==> config.mk <==
export PLATFORM = sky130hd
export DESIGN_NAME = debug_unit_flat
export DESIGN_NICKNAME = d
export VERILOG_FILES = /design/src/rtl/debug_unit_if.sv /design/src/rtl/debug_unit.sv /design/src/flat_wrapper.sv
export SDC_FILE = /design/constraint.sdc
export NUM_CORES = 1
export LEC_CHECK = 0
export CAP_MARGIN = 40
export CORE_ASPECT_RATIO = 1.25
export CORE_MARGIN = 5
export CORE_UTILIZATION = 33
export CTS_CLUSTER_DIAMETER = 120
export DETAILED_ROUTE_END_ITERATION = 7
export GPL_TIMING_DRIVEN = 1
export PLACE_DENSITY = 0.54
export SKIP_LAST_GASP = 1
export SYNTH_ARGS = -nofsm -noshare
export SYNTH_HDL_FRONTEND = slang
export SYNTH_SLANG_ARGS = --single-unit
==> constraint.sdc <==
create_clock -name clk -period 5 [get_ports clk]
set_input_delay 0.75 -clock clk [delete_from_list [all_inputs] [get_ports clk]]
set_output_delay 0.75 -clock clk [all_outputs]
set_load 0.01 [all_outputs]
==> src/rtl/debug_unit_if.sv <==
// debug_unit_if -- bundles the UART byte handshake, pipeline control and
// instruction-memory write port seen by debug_unit.
//   UART rx : rx_done (byte strobe), rx_data (byte)
//   UART tx : tx_start (byte pending), tx_data (byte), tx_done (byte sent)
//   CPU     : halt_detected (halt retired), cpu_enable, cpu_reset
//   IMEM    : imem_wr_en (write strobe), imem_addr (word address), imem_data
// Modport master is the debug unit; slave is the surrounding system.
interface debug_unit_if #(
    parameter int LEN      = 32,
    parameter int ADDR_LEN = 10
);
    logic                rx_done;
    logic [7:0]          rx_data;
    logic                tx_start;
    logic [7:0]          tx_data;
    logic                tx_done;
    logic                halt_detected;
    logic                cpu_enable;
    logic                cpu_reset;
    logic                imem_wr_en;
    logic [ADDR_LEN-1:0] imem_addr;
    logic [LEN-1:0]      imem_data;

    modport master (
        input  rx_done, rx_data, tx_done, halt_detected,
        output tx_start, tx_data, cpu_enable, cpu_reset,
               imem_wr_en, imem_addr, imem_data
    );

    modport slave (
        output rx_done, rx_data, tx_done, halt_detected,
        input  tx_start, tx_data, cpu_enable, cpu_reset,
               imem_wr_en, imem_addr, imem_data
    );
endinterface

==> src/rtl/debug_unit.sv <==
// debug_unit -- byte-level loader and run controller for the MIPS pipeline.
// Consumes the host byte stream (START, LSB-first 32-bit instructions, then
// run-mode commands), writes the program into instruction memory, gates the
// pipeline enable for continuous or single-step execution and reports the
// executed cycle count back as four LSB-first bytes.
// Ports:
//   clk   : rising-edge clock
//   reset : synchronous, active-high
//   dbg   : debug_unit_if.master (UART rx/tx, CPU control, IMEM write port)
// All outputs are registered.
module debug_unit #(
    parameter int LEN      = 32,
    parameter int ADDR_LEN = 10
) (
    input  logic         clk,
    input  logic         reset,
    debug_unit_if.master dbg
);

    localparam logic [7:0] CMD_START      = 8'h01;
    localparam logic [7:0] CMD_CONTINUOUS = 8'h02;
    localparam logic [7:0] CMD_STEP_MODE  = 8'h03;
    localparam logic [7:0] CMD_REPROGRAM  = 8'h05;
    localparam logic [7:0] CMD_STEP       = 8'h06;

    localparam logic [3:0] ST_IDLE      = 4'd0;
    localparam logic [3:0] ST_PROG      = 4'd1;
    localparam logic [3:0] ST_WRITE     = 4'd2;
    localparam logic [3:0] ST_WAIT_MODE = 4'd3;
    localparam logic [3:0] ST_RUN       = 4'd4;
    localparam logic [3:0] ST_STEP_IDLE = 4'd5;
    localparam logic [3:0] ST_STEP_EXEC = 4'd6;
    localparam logic [3:0] ST_SEND      = 4'd7;
    localparam logic [3:0] ST_DONE      = 4'd8;

    logic [3:0]          state_q, state_d;
    logic [1:0]          byte_idx_q, byte_idx_d;
    logic [31:0]         cycle_count_q, cycle_count_d;
    logic                halted_q, halted_d;
    logic                tx_start_q, tx_start_d;
    logic [7:0]          tx_data_q, tx_data_d;
    logic                cpu_enable_q, cpu_enable_d;
    logic                cpu_reset_q, cpu_reset_d;
    logic                imem_wr_en_q, imem_wr_en_d;
    logic [ADDR_LEN-1:0] imem_addr_q, imem_addr_d;
    logic [LEN-1:0]      imem_data_q, imem_data_d;

    logic [31:0]         count_inc;
    logic [1:0]          next_idx;
    logic                start_prog;

    assign count_inc = cycle_count_q + 32'd1;
    assign next_idx  = byte_idx_q + 2'd1;

    always_comb begin
        state_d       = state_q;
        byte_idx_d    = byte_idx_q;
        cycle_count_d = cycle_count_q;
        halted_d      = halted_q;
        tx_start_d    = tx_start_q;
        tx_data_d     = tx_data_q;
        cpu_enable_d  = cpu_enable_q;
        cpu_reset_d   = cpu_reset_q;
        imem_wr_en_d  = 1'b0;
        imem_addr_d   = imem_addr_q;
        imem_data_d   = imem_data_q;
        start_prog    = 1'b0;

        case (state_q)
            ST_IDLE: begin
                cpu_reset_d  = 1'b1;
                cpu_enable_d = 1'b0;
                if (dbg.rx_done && dbg.rx_data == CMD_START) begin
                    start_prog = 1'b1;
                end
            end

            ST_PROG: begin
                if (dbg.rx_done) begin
                    imem_data_d[{byte_idx_q, 3'b000} +: 8] = dbg.rx_data;
                    byte_idx_d = next_idx;
                    if (byte_idx_q == 2'd3) begin
                        state_d      = ST_WRITE;
                        imem_wr_en_d = 1'b1;
                    end
                end
            end

            // Strobe is high during this state; the address advances on exit
            // so the write sees a stable address. Wrap at 2^ADDR_LEN is natural.
            ST_WRITE: begin
                imem_addr_d = imem_addr_q + 1'b1;
                byte_idx_d  = 2'd0;
                if (imem_data_q[LEN-1 -: 6] == 6'b111111) begin
                    state_d = ST_WAIT_MODE;
                end else begin
                    state_d = ST_PROG;
                end
            end

            ST_WAIT_MODE: begin
                if (dbg.rx_done) begin
                    case (dbg.rx_data)
                        CMD_CONTINUOUS: begin
                            state_d      = ST_RUN;
                            cpu_reset_d  = 1'b0;
                            cpu_enable_d = 1'b1;
                        end
                        CMD_STEP_MODE: begin
                            state_d      = ST_STEP_IDLE;
                            cpu_reset_d  = 1'b0;
                            cpu_enable_d = 1'b0;
                        end
                        CMD_REPROGRAM: start_prog = 1'b1;
                        default: ;
                    endcase
                end
            end

            // The cycle in which halt is sampled still counts; the first
            // count byte is taken from the incremented value.
            ST_RUN: begin
                cycle_count_d = count_inc;
                if (dbg.halt_detected) begin
                    halted_d     = 1'b1;
                    cpu_enable_d = 1'b0;
                    state_d      = ST_SEND;
                    byte_idx_d   = 2'd0;
                    tx_start_d   = 1'b1;
                    tx_data_d    = count_inc[7:0];
                end
            end

            ST_STEP_IDLE: begin
                cpu_enable_d = 1'b0;
                if (dbg.rx_done) begin
                    if (dbg.rx_data == CMD_STEP) begin
                        state_d      = ST_STEP_EXEC;
                        cpu_enable_d = 1'b1;
                    end else if (dbg.rx_data == CMD_REPROGRAM) begin
                        start_prog = 1'b1;
                    end
                end
            end

            ST_STEP_EXEC: begin
                cycle_count_d = count_inc;
                cpu_enable_d  = 1'b0;
                if (dbg.halt_detected) begin
                    halted_d = 1'b1;
                end
                state_d    = ST_SEND;
                byte_idx_d = 2'd0;
                tx_start_d = 1'b1;
                tx_data_d  = count_inc[7:0];
            end

            ST_SEND: begin
                if (dbg.tx_done) begin
                    if (byte_idx_q == 2'd3) begin
                        tx_start_d = 1'b0;
                        byte_idx_d = 2'd0;
                        state_d    = halted_q ? ST_DONE : ST_STEP_IDLE;
                    end else begin
                        byte_idx_d = next_idx;
                        tx_start_d = 1'b1;
                        tx_data_d  = cycle_count_q[{next_idx, 3'b000} +: 8];
                    end
                end
            end

            ST_DONE: begin
                cpu_enable_d = 1'b0;
                if (dbg.rx_done && dbg.rx_data == CMD_REPROGRAM) begin
                    start_prog = 1'b1;
                end
            end

            default: state_d = ST_IDLE;
        endcase

        // Common entry into program loading from IDLE, WAIT_MODE,
        // STEP_IDLE and DONE.
        if (start_prog) begin
            state_d       = ST_PROG;
            imem_addr_d   = '0;
            byte_idx_d    = 2'd0;
            cycle_count_d = '0;
            halted_d      = 1'b0;
            cpu_reset_d   = 1'b1;
            cpu_enable_d  = 1'b0;
        end
    end

    always_ff @(posedge clk) begin
        if (reset) begin
            state_q       <= ST_IDLE;
            byte_idx_q    <= 2'd0;
            cycle_count_q <= '0;
            halted_q      <= 1'b0;
            tx_start_q    <= 1'b0;
            tx_data_q     <= '0;
            cpu_enable_q  <= 1'b0;
            cpu_reset_q   <= 1'b1;
            imem_wr_en_q  <= 1'b0;
            imem_addr_q   <= '0;
            imem_data_q   <= '0;
        end else begin
            state_q       <= state_d;
            byte_idx_q    <= byte_idx_d;
            cycle_count_q <= cycle_count_d;
            halted_q      <= halted_d;
            tx_start_q    <= tx_start_d;
            tx_data_q     <= tx_data_d;
            cpu_enable_q  <= cpu_enable_d;
            cpu_reset_q   <= cpu_reset_d;
            imem_wr_en_q  <= imem_wr_en_d;
            imem_addr_q   <= imem_addr_d;
            imem_data_q   <= imem_data_d;
        end
    end

    assign dbg.tx_start   = tx_start_q;
    assign dbg.tx_data    = tx_data_q;
    assign dbg.cpu_enable = cpu_enable_q;
    assign dbg.cpu_reset  = cpu_reset_q;
    assign dbg.imem_wr_en = imem_wr_en_q;
    assign dbg.imem_addr  = imem_addr_q;
    assign dbg.imem_data  = imem_data_q;

endmodule

==> src/flat_wrapper.sv <==
// flat-port wrapper written by rule: the top's interface ports become plain ports
module debug_unit_flat 
#(
    parameter int LEN      = 32,
    parameter int ADDR_LEN = 10
)
  (clk, reset, dbg_rx_done, dbg_rx_data, dbg_tx_done, dbg_halt_detected, dbg_tx_start, dbg_tx_data, dbg_cpu_enable, dbg_cpu_reset, dbg_imem_wr_en, dbg_imem_addr, dbg_imem_data);
  debug_unit_if #(.LEN(LEN), .ADDR_LEN(ADDR_LEN)) dbg_i ();
  input  logic clk;
  input  logic reset;
  input wire logic [$bits(dbg_i.rx_done)-1:0] dbg_rx_done;
  input wire logic [$bits(dbg_i.rx_data)-1:0] dbg_rx_data;
  input wire logic [$bits(dbg_i.tx_done)-1:0] dbg_tx_done;
  input wire logic [$bits(dbg_i.halt_detected)-1:0] dbg_halt_detected;
  output wire logic [$bits(dbg_i.tx_start)-1:0] dbg_tx_start;
  output wire logic [$bits(dbg_i.tx_data)-1:0] dbg_tx_data;
  output wire logic [$bits(dbg_i.cpu_enable)-1:0] dbg_cpu_enable;
  output wire logic [$bits(dbg_i.cpu_reset)-1:0] dbg_cpu_reset;
  output wire logic [$bits(dbg_i.imem_wr_en)-1:0] dbg_imem_wr_en;
  output wire logic [$bits(dbg_i.imem_addr)-1:0] dbg_imem_addr;
  output wire logic [$bits(dbg_i.imem_data)-1:0] dbg_imem_data;
  assign dbg_i.rx_done = dbg_rx_done;
  assign dbg_i.rx_data = dbg_rx_data;
  assign dbg_i.tx_done = dbg_tx_done;
  assign dbg_i.halt_detected = dbg_halt_detected;
  assign dbg_tx_start = dbg_i.tx_start;
  assign dbg_tx_data = dbg_i.tx_data;
  assign dbg_cpu_enable = dbg_i.cpu_enable;
  assign dbg_cpu_reset = dbg_i.cpu_reset;
  assign dbg_imem_wr_en = dbg_i.imem_wr_en;
  assign dbg_imem_addr = dbg_i.imem_addr;
  assign dbg_imem_data = dbg_i.imem_data;
  debug_unit #(.LEN(LEN), .ADDR_LEN(ADDR_LEN)) u_core (.clk(clk), .reset(reset), .dbg(dbg_i));
endmodule
Word-level counts from Yosys, hierarchy flattened
Cells that the tools add are included.
- output and inout port bits: 54
- register bits: 93
- word-level logic and storage cells: 125
- shift-type cells: 3
- $add $sub $neg: 4
- bitwise logic cells: 3
- equal/unequal tests: 36
- reductions and logical operators: 23
- multiplexer cells: 44
- operator list (kind ; count):
    2-to-1 mux 4 bit ; 9
    adder 32 x 1 -> 32 bit (second input constant) ; 1
    bitwise mux 32 bit ; 1
    case mux 4 bit (8 select lines) ; 1
    variable shift 8 x 7 -> 32 bit (first input constant) ; 1
    indexed part select 32 x 6 -> 8 bit ; 1
    indexed part select 8 x 7 -> 32 bit ; 1
    2-to-1 mux 8 bit ; 3
    case mux 8 bit (3 select lines) ; 1
    AND reduction 10 bit ; 2
    2-to-1 mux 1 bit ; 17
    == test 4 x 3 -> 1 bit (second input constant) ; 4
    == test 8 x 2 -> 1 bit (second input constant) ; 2
    == test 8 x 3 -> 1 bit (second input constant) ; 2
    != test 3 x 2 -> 1 bit (second input constant) ; 5
    != test 2 bit (second input constant) ; 7
    AND reduction 4 bit ; 3
    adder 10 x 1 -> 10 bit (second input constant) ; 1
    2-to-1 mux 2 bit ; 5
    OR reduction 2 bit ; 5
    != test 3 x 1 -> 1 bit (second input constant) ; 3
    == test 4 x 2 -> 1 bit (second input constant) ; 2
    == test 8 x 1 -> 1 bit (second input constant) ; 1
    != test 2 x 1 -> 1 bit (second input constant) ; 4
    22 further kinds ; 31

Depth between registers and ports, before layout
Gate-level depths: netlist of the first run.
- depth after elaboration: 7
- depth in mapped cells: 9
- depth with buffers taken out: 7

Worst setup path before layout of the first run
No wires, ideal clock.
- path type: register to register
- start: register u_core.byte_idx_q[0]
- end: register u_core.imem_data_q[10], in the netlist u_core.dbg.imem_data[10]
- arrival: 2.344 ns
- path slack: 2.585 ns
- setup time: 0.070 ns
- clock period less this slack: 2.415 ns
- buffers on the path: 2
- stages on the path, launching flop included: 8
- path through: dfxtp_1 buf_2 inv_1 ha_1 clkbuf_1 nor3b_1 nand3_1 a21oi_1
- longest elaborated chain between the ends: 3
- elaborated cells on any way between the ends: 4
- ends and longest elaborated chain (what ; line ; source):
    start: declaration ; debug_unit.sv:37 ; logic [1:0] byte_idx_q, byte_idx_d;
    start signal: assignment ; debug_unit.sv:210 ; byte_idx_q <= byte_idx_d;
    negation 5 -> 7 bit (*) ; debug_unit.sv:80 ; imem_data_d[{byte_idx_q, 3'b000} +: 8] = dbg.rx_data;
    indexed part select 8 x 7 -> 32 bit / variable shift 8 x 7 -> 32 bit (equally long branches) ; debug_unit.sv:80 ;
    bitwise mux 32 bit (*) ; debug_unit.sv:80 ;
    end signal: assignment ; debug_unit.sv:219 ; imem_data_q <= imem_data_d;
    end: declaration ; debug_unit.sv:46 ; logic [LEN-1:0] imem_data_q, imem_data_d;
Mark *: on every way between the ends. The rest lies on a longest branch, timed or not.
A chain may end at the register's enable or synchronous reset.

Final worst setup path of the first run
- start: register u_core.byte_idx_q[0]
- end: register u_core.imem_data_q[12], in the netlist u_core.dbg.imem_data[12]
Same word-level chain as after synthesis.

==> flow_metrics.tcl, run 1 <==
set metrics [dict create \
    ctsHoldBuffers 0 \
    synthFlopType "dfxtp_1" \
    cts_resized 0 \
    synth-edff-count 0 \
    maxSlewViolCount 0 \
    seq_area_frac_synth_pct 38.3 \
    port_buffers 66 \
    min_path_type "flop to flop" \
    yosys.cell_types.count 71 \
    grt_overflow_total 0 \
    die_x_um 119 \
    total_power_mw 1.49 \
    setup_viol 0 \
    syn_area_um2 4860 \
    pre_cts_slack_ns 1.56 \
    wire_per_inst_um 16.5 \
    htree_levels 3 \
    gr-usage-met3_pct 3.19 \
    core_um2 14400 \
    die_h_um 146 \
    postCtsSetupRepairBufs 0 \
    grt.busiest_layer "met2" \
    first_pass_iters 4 \
    first_iter_violations 236 \
    syn_inst 570 \
    clk_root_buffer_cell "clkbuf_16" \
    placed_area_um2 5550 \
    cts_buffers 9 \
    cp.required_ns 5.27 \
    grt_setup_unrepaired "false" \
    synth_warnings 0 \
    ant_nets 0 \
    pwr_density_cell_nw_per_um2 254 \
    power_leakage_nw 1.88 \
    tightest_slew_ns 0.903 \
    io-pin-count 67 \
    use_met2_pct 27.0 \
    grt_use_met1_pct 18.4 \
    critPathLaunchType "flop" \
    grt_pass1_wl_um 21900 \
    syn_avg_cell_area_um2 8.53 \
    diodes 0 \
    ir_drop_v 0.000122 \
    final_cell_mix "dfxtp_1 (93), nand2_1 (67), clkdlybuf4s50_1 (66)" \
    vias_per_cell 5.24 \
    fin_area_um2 5860 \
    row_count 49 \
    ys_seq_elements 93 \
    nets 637 \
    syn_to_final_growth_pct 20.5 \
    fmax_mhz 323 \
    setup_ws_ns 1.91 \
    grt_max_degree 45 \
    grt_pass1_vias 4128 \
    drc 0 \
    drive_above_1_share_pct 9.18 \
    clk_path_buf_depth 2 \
    async_reset_ff_share_pct 0 \
    clock-sinks 93 \
    path_max_fanout 15 \
    worst_setup_path_end_kind "flop" \
    final.setup_skew_ns 0.00382 \
    die_area_um2 17300 \
    syn_nets 591 \
    clock_latency_ns 0.34 \
    routed_wl_um 13200 \
    hpwl_um 9650 \
    path_clk_slew_ns 0.07 \
    layout_commonest_cell "dfxtp_1" \
    fin_crit_ns 3.09 \
    min_period_over_period_pct 61.9 \
    finalHoldViolations 0 \
    reg2reg_slack_ns 1.91 \
    crit_type "flop to flop" \
    fin_tns_setup_ns 0 \
    status "complete, no violations" \
    cts_tree "built" \
    slew_headroom_pct 39.7 \
    grtUsageTotal_pct 15.3 \
    maxCapViolCount 0 \
    antenna_found_initial 0 \
    crit_arrival_ns 3.37 \
    place.gp.congestion 0.859 \
    start_util_pct 33.7 \
    vias 4186 \
]
## area by class of cell
class                      count  area (µm²)
clock inverter                 7        81.3
timing repair buffer          71         701
fill                        1455        8550
tap                          178         223
multi-input combinational    430        2730
sequential                    93        1860
inverter                      11        41.3
clock buffer                   9         225
## registers in the layout (all words and copies together), names as in the netlist
register,count
u_core.dbg.cpu_enable,1
u_core.dbg.tx_start,1
u_core.dbg.tx_data,8
u_core.state_q,4
u_core.dbg.imem_addr,10
u_core.dbg.imem_wr_en,1
u_core.halted_q,1
u_core.dbg.imem_data,32
u_core.byte_idx_q,2
u_core.dbg.cpu_reset,1
u_core.cycle_count_q,32
## cell usage after synthesis, drive strengths merged (4+ instances only)
| cell type | n | area share [%] |
|---|---|---|
| mux4 | 8 | 3.7 |
| xnor2 | 20 | 3.6 |
| nor3 | 17 | 2.0 |
| buf | 16 | 2.2 |
| dfxtp | 93 | 38 |
| nor3b | 5 | 0.77 |
| nand2 | 67 | 5.2 |
| clkbuf | 20 | 2.6 |
| or4 | 4 | 0.69 |
| or3 | 5 | 0.67 |
| nor2 | 63 | 4.9 |
| and3 | 6 | 0.80 |
| a21oi | 54 | 5.6 |
| ha | 8 | 2.1 |
| nor4 | 5 | 1.6 |
| o211ai | 6 | 1.1 |
| o21ai | 10 | 1.0 |
| nand3 | 53 | 5.7 |
| nand2b | 4 | 0.51 |
| xor2 | 21 | 3.8 |
| nor4b | 4 | 0.98 |
| mux2i | 4 | 0.82 |
| inv | 11 | 0.85 |
| and2 | 8 | 1.0 |
| nand4 | 16 | 2.2 |
## path summary, 6_finish.rpt
check,start,endpoint,cells after the start
max,u_core.byte_idx_q[0]$_SDFFE_PP0P_,u_core.dbg.imem_data[12]$_SDFFE_PP0P_,5
min,u_core.dbg.imem_data[4]$_SDFFE_PP0P_,u_core.dbg.imem_data[4]$_SDFFE_PP0P_,2
max reg2reg,u_core.byte_idx_q[0]$_SDFFE_PP0P_,u_core.dbg.imem_data[12]$_SDFFE_PP0P_,5
min reg2reg,u_core.dbg.imem_data[4]$_SDFFE_PP0P_,u_core.dbg.imem_data[4]$_SDFFE_PP0P_,2
## stage by stage
stage | instances | hold slack [ns] | utilization, %
final | 799 | 0.450 | 40.7
after global routing | 799 | 0.477 | 40.7
after CTS | 799 | 0.453 | 40.7
after detailed placement | 783 | 0.443 | 38.5
after global placement | 780 | 0.439 | 38.4
after floorplan | 570 | 0.451 | -
## layer usage
| layer | wire, µm | share of wire [%] | vias to the layer above |
|---|---|---|---|
| li1 | - | - | 2104 |
| met1 | 5530 | 42 | 1980 |
| met2 | 6830 | 52 | 85 |
| met3 | 560 | 4.2 | 17 |
| met4 | 263 | 2.0 | 0 |
| met5 | 0 | 0 | - |
## logic make-up after synthesis
logic type	synth area share [%]
simple gates	30.6
flops	38.3
compound gates	11.5
buf+inv	5.61
xor+xnor	7.39
mux	4.53
fa+ha+maj	2.06
## critical path, cell delays in order, from the launching register on
cell and delay [ns]:
dfxtp_1 0.85, inv_1 0.29, ha_1 0.72, nor3b_1 0.80, nand3_1 0.20, a21oi_1 0.17
## power by group
part           switching (mW)  internal, mW  leakage [nW]
registers           0.0000721         0.740         0.749
logic                  0.0246        0.0128         0.992
clock network           0.317         0.395         0.141
No activity file was read; power rests on OpenSTA's default activity.
==> inputs of run 2 (changes only) <==
Settings changed: PLACE_DENSITY 0.54 to 0.56.
Clock period 5 ns to 2.6 ns, I/O delays scaled along.
==> run 2 against run 1 <==
Clock skew rose by 0.0039 ns. Total power increased by 91%. First-iteration DRC count up 33%. Die area unchanged. Routed wire length rose by 1.5%. Cell area rose by 3.7%. Fmax up 41%. Largest cell class unchanged. Critical endpoint is now u_core.cycle_count_q[22]$_SDFFE_PP0P_. Global-route usage increased by 0.25 points. Flip-flop and latch count is the same.
==> flow_metrics.tcl, run 2 (same netlist as run 1, synthesis figures left out) <==
set metrics [dict create \
    status "complete, no violations" \
    worst_setup_path_end_kind "flop" \
    cts_resized 0 \
    critPathLaunchType "flop" \
    cp.required_ns 2.83 \
    clock-sinks 93 \
    path_clk_slew_ns 0.07 \
    holdPathEnd "u_core.dbg.tx_data[3]$_SDFFE_PP0P_" \
    fin_util_pct 42.2 \
    setup_viol 0 \
    grt_pass1_vias 4416 \
    final.setup_skew_ns 0.00774 \
    grt_overflow_total 0 \
    whs_path_depth 2 \
    final_cell_mix "dfxtp_1 (93), nand2_1 (67), clkdlybuf4s50_1 (66)" \
    vias_per_cell 5.28 \
    die_area_um2 17300 \
    clk_root_buffer_cell "clkbuf_16" \
    nFillCells 1427 \
    drive_above_1_share_pct 13.1 \
    maxCapViolCount 0 \
    ctsHoldBuffers 0 \
    layout_commonest_cell "dfxtp_1" \
    cp_slowest_cell "or4_1" \
    slew_headroom_pct 64.8 \
    wire_per_inst_um 16.2 \
    timing.rr.start "u_core.state_q[0]$_SDFFE_PP0P_" \
    ir_drop_v 0.000365 \
    min_path_type "flop to flop" \
    antenna_found_initial 0 \
    die_h_um 146 \
    power_leakage_nw 2.03 \
    final_cells 826 \
    pwr_density_cell_nw_per_um2 468 \
    diodes 0 \
    first_pass_iters 4 \
    row_count 49 \
    io-pin-count 67 \
    first_iter_violations 313 \
    htree_levels 3 \
    maxSlewViolCount 0 \
    routed_wl_um 13400 \
    cp_cell_sequence "or3b_1 -> or4_1 -> nor4_4 -> xnor2_1 -> nor2_2" \
    fin_tns_setup_ns 0 \
    grt_max_degree 49 \
    cpPeakStageDelay_ns 0.61 \
    cts_tree "built" \
    finalHoldViolations 0 \
    vias 4360 \
    cts_buffers 9 \
    die_x_um 119 \
    clk_path_buf_depth 2 \
    min_from "u_core.dbg.tx_data[3]$_SDFFE_PP0P_" \
    port_buffers 66 \
    crit_arrival_ns 2.42 \
    postCtsSetupRepairBufs 0 \
    grt_pass1_wl_um 22400 \
    syn_to_final_growth_pct 24.9 \
    drc 0 \
    clock_latency_ns 0.34 \
    placedCellCount 810 \
    path_max_fanout 15 \
    grtUsageTotal_pct 15.6 \
    reg2reg_slack_ns 0.41 \
    start_util_pct 33.7 \
    worstRegToRegCells 5 \
    core_um2 14400 \
    crit_type "flop to flop" \
    min_period_over_period_pct 84.2 \
    grt_setup_unrepaired "false" \
    hpwl_um 10000 \
    place.gp.congestion 0.899 \
    fmax_mhz 457 \
    ant_nets 0 \
    tightest_slew_ns 0.525 \
    r2r_end "u_core.cycle_count_q[22]$_SDFFE_PP0P_" \
    nets 664 \
    fin_crit_ns 2.19 \
]
## run 2: power breakdown
group,switching (mW),leakage (nW),internal (mW),total (mW)
sequential,0.0000893,0.749,1.42,1.42
clock,0.645,0.146,0.686,1.33
combinational,0.0519,1.13,0.0367,0.0886
## run 2: layer usage
metal / track usage (%) / routed length (µm)
met1: 18.6 / 5720
met2: 27.9 / 6960
met3: 3.27 / 491
met4: 4.65 / 219
met5: 0 / 0
## run 2: final cells by class
| class | instances | area, µm² | share of cell area (%) |
|---|---|---|---|
| clock buffers | 9 | 225 | 3.71 |
| clock inverters | 7 | 80.1 | 1.32 |
| inverters | 11 | 41.3 | 0.680 |
| multi-input cells | 430 | 2730 | 44.9 |
| flip-flops and latches | 93 | 1860 | 30.7 |
| well taps | 178 | 223 | 3.67 |
| repair buffers | 98 | 913 | 15.0 |
## run 2: critical path, delay by kind of cell, from the launching register on
family,cells,cell delay (ns)
and+or+nand+nor,4,1.43
DFF,1,0.47
xor gates and xnor gates,1,0.16
## run 2: worst max-delay path by stage
stage | from | to | slack [ns] | cells after the start
finish | u_core.state_q[0]$_SDFFE_PP0P_ | u_core.cycle_count_q[22]$_SDFFE_PP0P_ | 0.41 | 5
global route | u_core.state_q[0]$_SDFFE_PP0P_ | u_core.cycle_count_q[29]$_SDFFE_PP0P_ | 0.29 | 6
CTS | u_core.state_q[0]$_SDFFE_PP0P_ | u_core.cycle_count_q[14]$_SDFFE_PP0P_ | 0.41 | 5
detailed placement | dbg_rx_data[4] | u_core.state_q[0]$_SDFFE_PP0P_ | 0.09 | 7
global placement | dbg_rx_data[4] | u_core.state_q[0]$_SDFFE_PP0P_ | 0.09 | 7
floorplan | u_core.byte_idx_q[0]$_SDFFE_PP0P_ | u_core.dbg.imem_data[10]$_SDFFE_PP0P_ | 0.19 | 7
## run 2: metrics by stage
| step | cell area (µm²) | worst slack [ns] | power (mW) | hold slack, ns |
|---|---|---|---|---|
| 2_1_floorplan | 4860 | 0.185 | 1.49 | 0.451 |
| 5_1_grt | 6070 | 0.290 | 2.95 | 0.481 |
| 3_5_place_dp | 5770 | 0.0901 | 1.54 | 0.446 |
| 3_3_place_gp | 5770 | 0.0882 | 1.54 | 0.439 |
| 4_1_cts | 6070 | 0.413 | 2.88 | 0.456 |
| 6_report | 6070 | 0.410 | 2.84 | 0.453 |
==> inputs of run 3 (changes only) <==
Clock period 2.6 ns to 2 ns, I/O delays scaled along.
==> run 3 against run 2 <==
The run now ends with setup timing left. First-iteration DRC count shrank 4.2%. Cell area increased by 8.5%. Via count grew 4.0%. Register-to-register slack lost 0.43 ns. Clock power rose by 38%. Clock-buffer cell count is 1 higher. Total power is 34% higher. Utilization up 3.6 points. Setup slack got worse by 0.43 ns. Flip-flop and latch count unchanged. Routed wire length grew 3.8%.
==> flow_metrics.tcl, run 3 (same netlist as run 1, synthesis figures left out) <==
set metrics [dict create \
    wire_per_inst_um 16.0 \
    fin_area_um2 6590 \
    fin_crit_ns 2.02 \
    layout_commonest_cell "dfxtp_1" \
    grt_setup_unrepaired "true" \
    timing.rr.start "u_core.state_q[2]$_SDFFE_PP0P_" \
    min_path_type "input port to flop" \
    maxCapViolCount 0 \
    die_x_um 119 \
    core_um2 14400 \
    slew_headroom_pct 66.9 \
    grt_max_degree 44 \
    ant_nets 0 \
    placed_area_um2 6160 \
    final.setup_skew_ns 0.00620 \
    wl_met3_um 518 \
    whs_path_depth 4 \
    r2r_end "u_core.cycle_count_q[27]$_SDFFE_PP0P_" \
    worst_setup_path_end_kind "flop" \
    path_clk_slew_ns 0.07 \
    syn_to_final_growth_pct 35.5 \
    pwr_density_cell_nw_per_um2 579 \
    hpwl_um 10500 \
    cts_tree "built" \
    die_h_um 146 \
    cp.required_ns 2.29 \
    setup_viol 2 \
    power.share.switching_pct 23.0 \
    crit_arrival_ns 2.31 \
    first_iter_violations 300 \
    ir_drop_v 0.000423 \
    switching_power_uw 877 \
    start_util_pct 33.7 \
    clock-sinks 93 \
    io-pin-count 67 \
    routed_wl_um 13900 \
    die_area_um2 17300 \
    power_leakage_nw 2.35 \
    violations "setup timing" \
    total_power_mw 3.82 \
    port_buffers 66 \
    grt_pass1_vias 4509 \
    min_from "dbg_rx_data[5]" \
    seqPwrFrac_pct 48.4 \
    status "finished, violations left" \
    row_count 49 \
    tightest_slew_ns 0.494 \
    min_period_over_period_pct 101 \
    cts_buffers 9 \
    reg2reg_slack_ns -0.02 \
    m1WireLength_um 5710 \
    antenna_found_initial 0 \
    path_max_fanout 6 \
    clk_root_buffer_cell "clkbuf_16" \
    final_cell_mix "dfxtp_1 (90), buf_4 (70), nand2_1 (66)" \
    drc 0 \
    grtUsageTotal_pct 15.9 \
    place.gp.congestion 0.823 \
    first_pass_iters 5 \
    clock_latency_ns 0.35 \
    clk_path_buf_depth 2 \
    maxSlewViolCount 0 \
    diodes 0 \
    finalHoldViolations 0 \
    pre_cts_slack_ns -0.439 \
    worstRegToRegCells 6 \
    fmax_mhz 495 \
    route.top_layer_used "met4" \
    wl_met2_um 7450 \
    crit_type "flop to flop" \
    critPathLaunchType "flop" \
    drive_above_1_share_pct 21.1 \
    htree_levels 3 \
    nets 709 \
    vias_per_cell 5.20 \
    fin_util_pct 45.7 \
    power_frac_comb_pct 3.7 \
    p_clk_share_pct 47.9 \
    vias 4533 \
    grt_overflow_total 0 \
    setup_ws_ns -0.0215 \
    p_int_mw 2.94 \
    grt_pass1_wl_um 22800 \
    holdPathEnd "u_core.dbg.imem_data[13]$_SDFFE_PP0P_" \
    holdWs_ns 0.422 \
]
run 3: changes by cell type in the layout (fill, tap and decap cells not counted), moves of 3 or more:
cell	change
buf_12	+4
nor3b_1	-3
buf_4	+39
dlygate4sd2_1	+3
dfxtp_1	-3
clkdlybuf4s50_1	-6
dlymetal6s2s_1	+3
run 3: cell type report:
cell class                 instances  area [µm²]
fill                            1410        7820
multi-input combinational        430        2830
sequential                        93        1870
timing repair buffer             143        1320
clock buffer                      10         239
tap                              178         223
clock inverter                     6        75.1
inverter                          11        41.3
run 3: stage by stage:
step / TNS, ns / cells
6_report: -0.0255 / 871
5_1_grt: -0.317 / 871
4_1_cts: 0 / 867
3_5_place_dp: -17.15 / 851
3_3_place_gp: -14.79 / 851
2_1_floorplan: 0 / 570
run 3: worst max-delay path, cell delays in order (launching register included):
cell     delay (ns)
dfxtp_4        0.37
or3b_4         0.40
buf_8          0.14
nor4_4         0.35
nand3_2        0.18
or3_1          0.40
a21oi_2        0.12
run 3: repair_timing:
| action | 4_1_cts | 5_1_grt |
|---|---|---|
| pin swaps | 4 | 11 |
| buffers inserted | 0 | 4 |
| setup endpoints to repair | 15 | 43 |
| hold buffers | 0 | 0 |
| resized for setup | 11 | 18 |
run 3: power by group through the flow:
stage	clock network [mW]	logic [mW]	registers (mW)
CTS	1.87	0.140	1.85
detailed placement	0	0.137	1.89
floorplan	0	0.0501	1.89
global route	1.94	0.149	1.85
global placement	0	0.137	1.89
finish	1.83	0.140	1.85
run 3: routing by layer:
| layer | global-route usage [%] | up-vias |
|---|---|---|
| li1 | - | 2247 |
| met1 | 18.4 | 2169 |
| met2 | 29.4 | 100 |
| met3 | 2.72 | 17 |
| met4 | 4.59 | 0 |
| met5 | 0 | - |
run 3: worst max path at each step:
stage,cells past startpoint,end,slack (ns),from
2_1_floorplan,9,u_core.dbg.tx_data[0]$_SDFFE_PP0P_,0.04,u_core.byte_idx_q[0]$_SDFFE_PP0P_
3_3_place_gp,7,u_core.state_q[0]$_SDFFE_PP0P_,-0.42,dbg_rx_data[4]
3_5_place_dp,6,u_core.state_q[0]$_SDFFE_PP0P_,-0.44,dbg_rx_data[5]
4_1_cts,6,u_core.state_q[0]$_SDFFE_PP0P_,0.009,dbg_rx_data[6]
5_1_grt,6,u_core.cycle_count_q[29]$_SDFFE_PP0P_,-0.10,u_core.state_q[2]$_SDFFE_PP0P_
6_report,6,u_core.cycle_count_q[27]$_SDFFE_PP0P_,-0.02,u_core.state_q[2]$_SDFFE_PP0P_
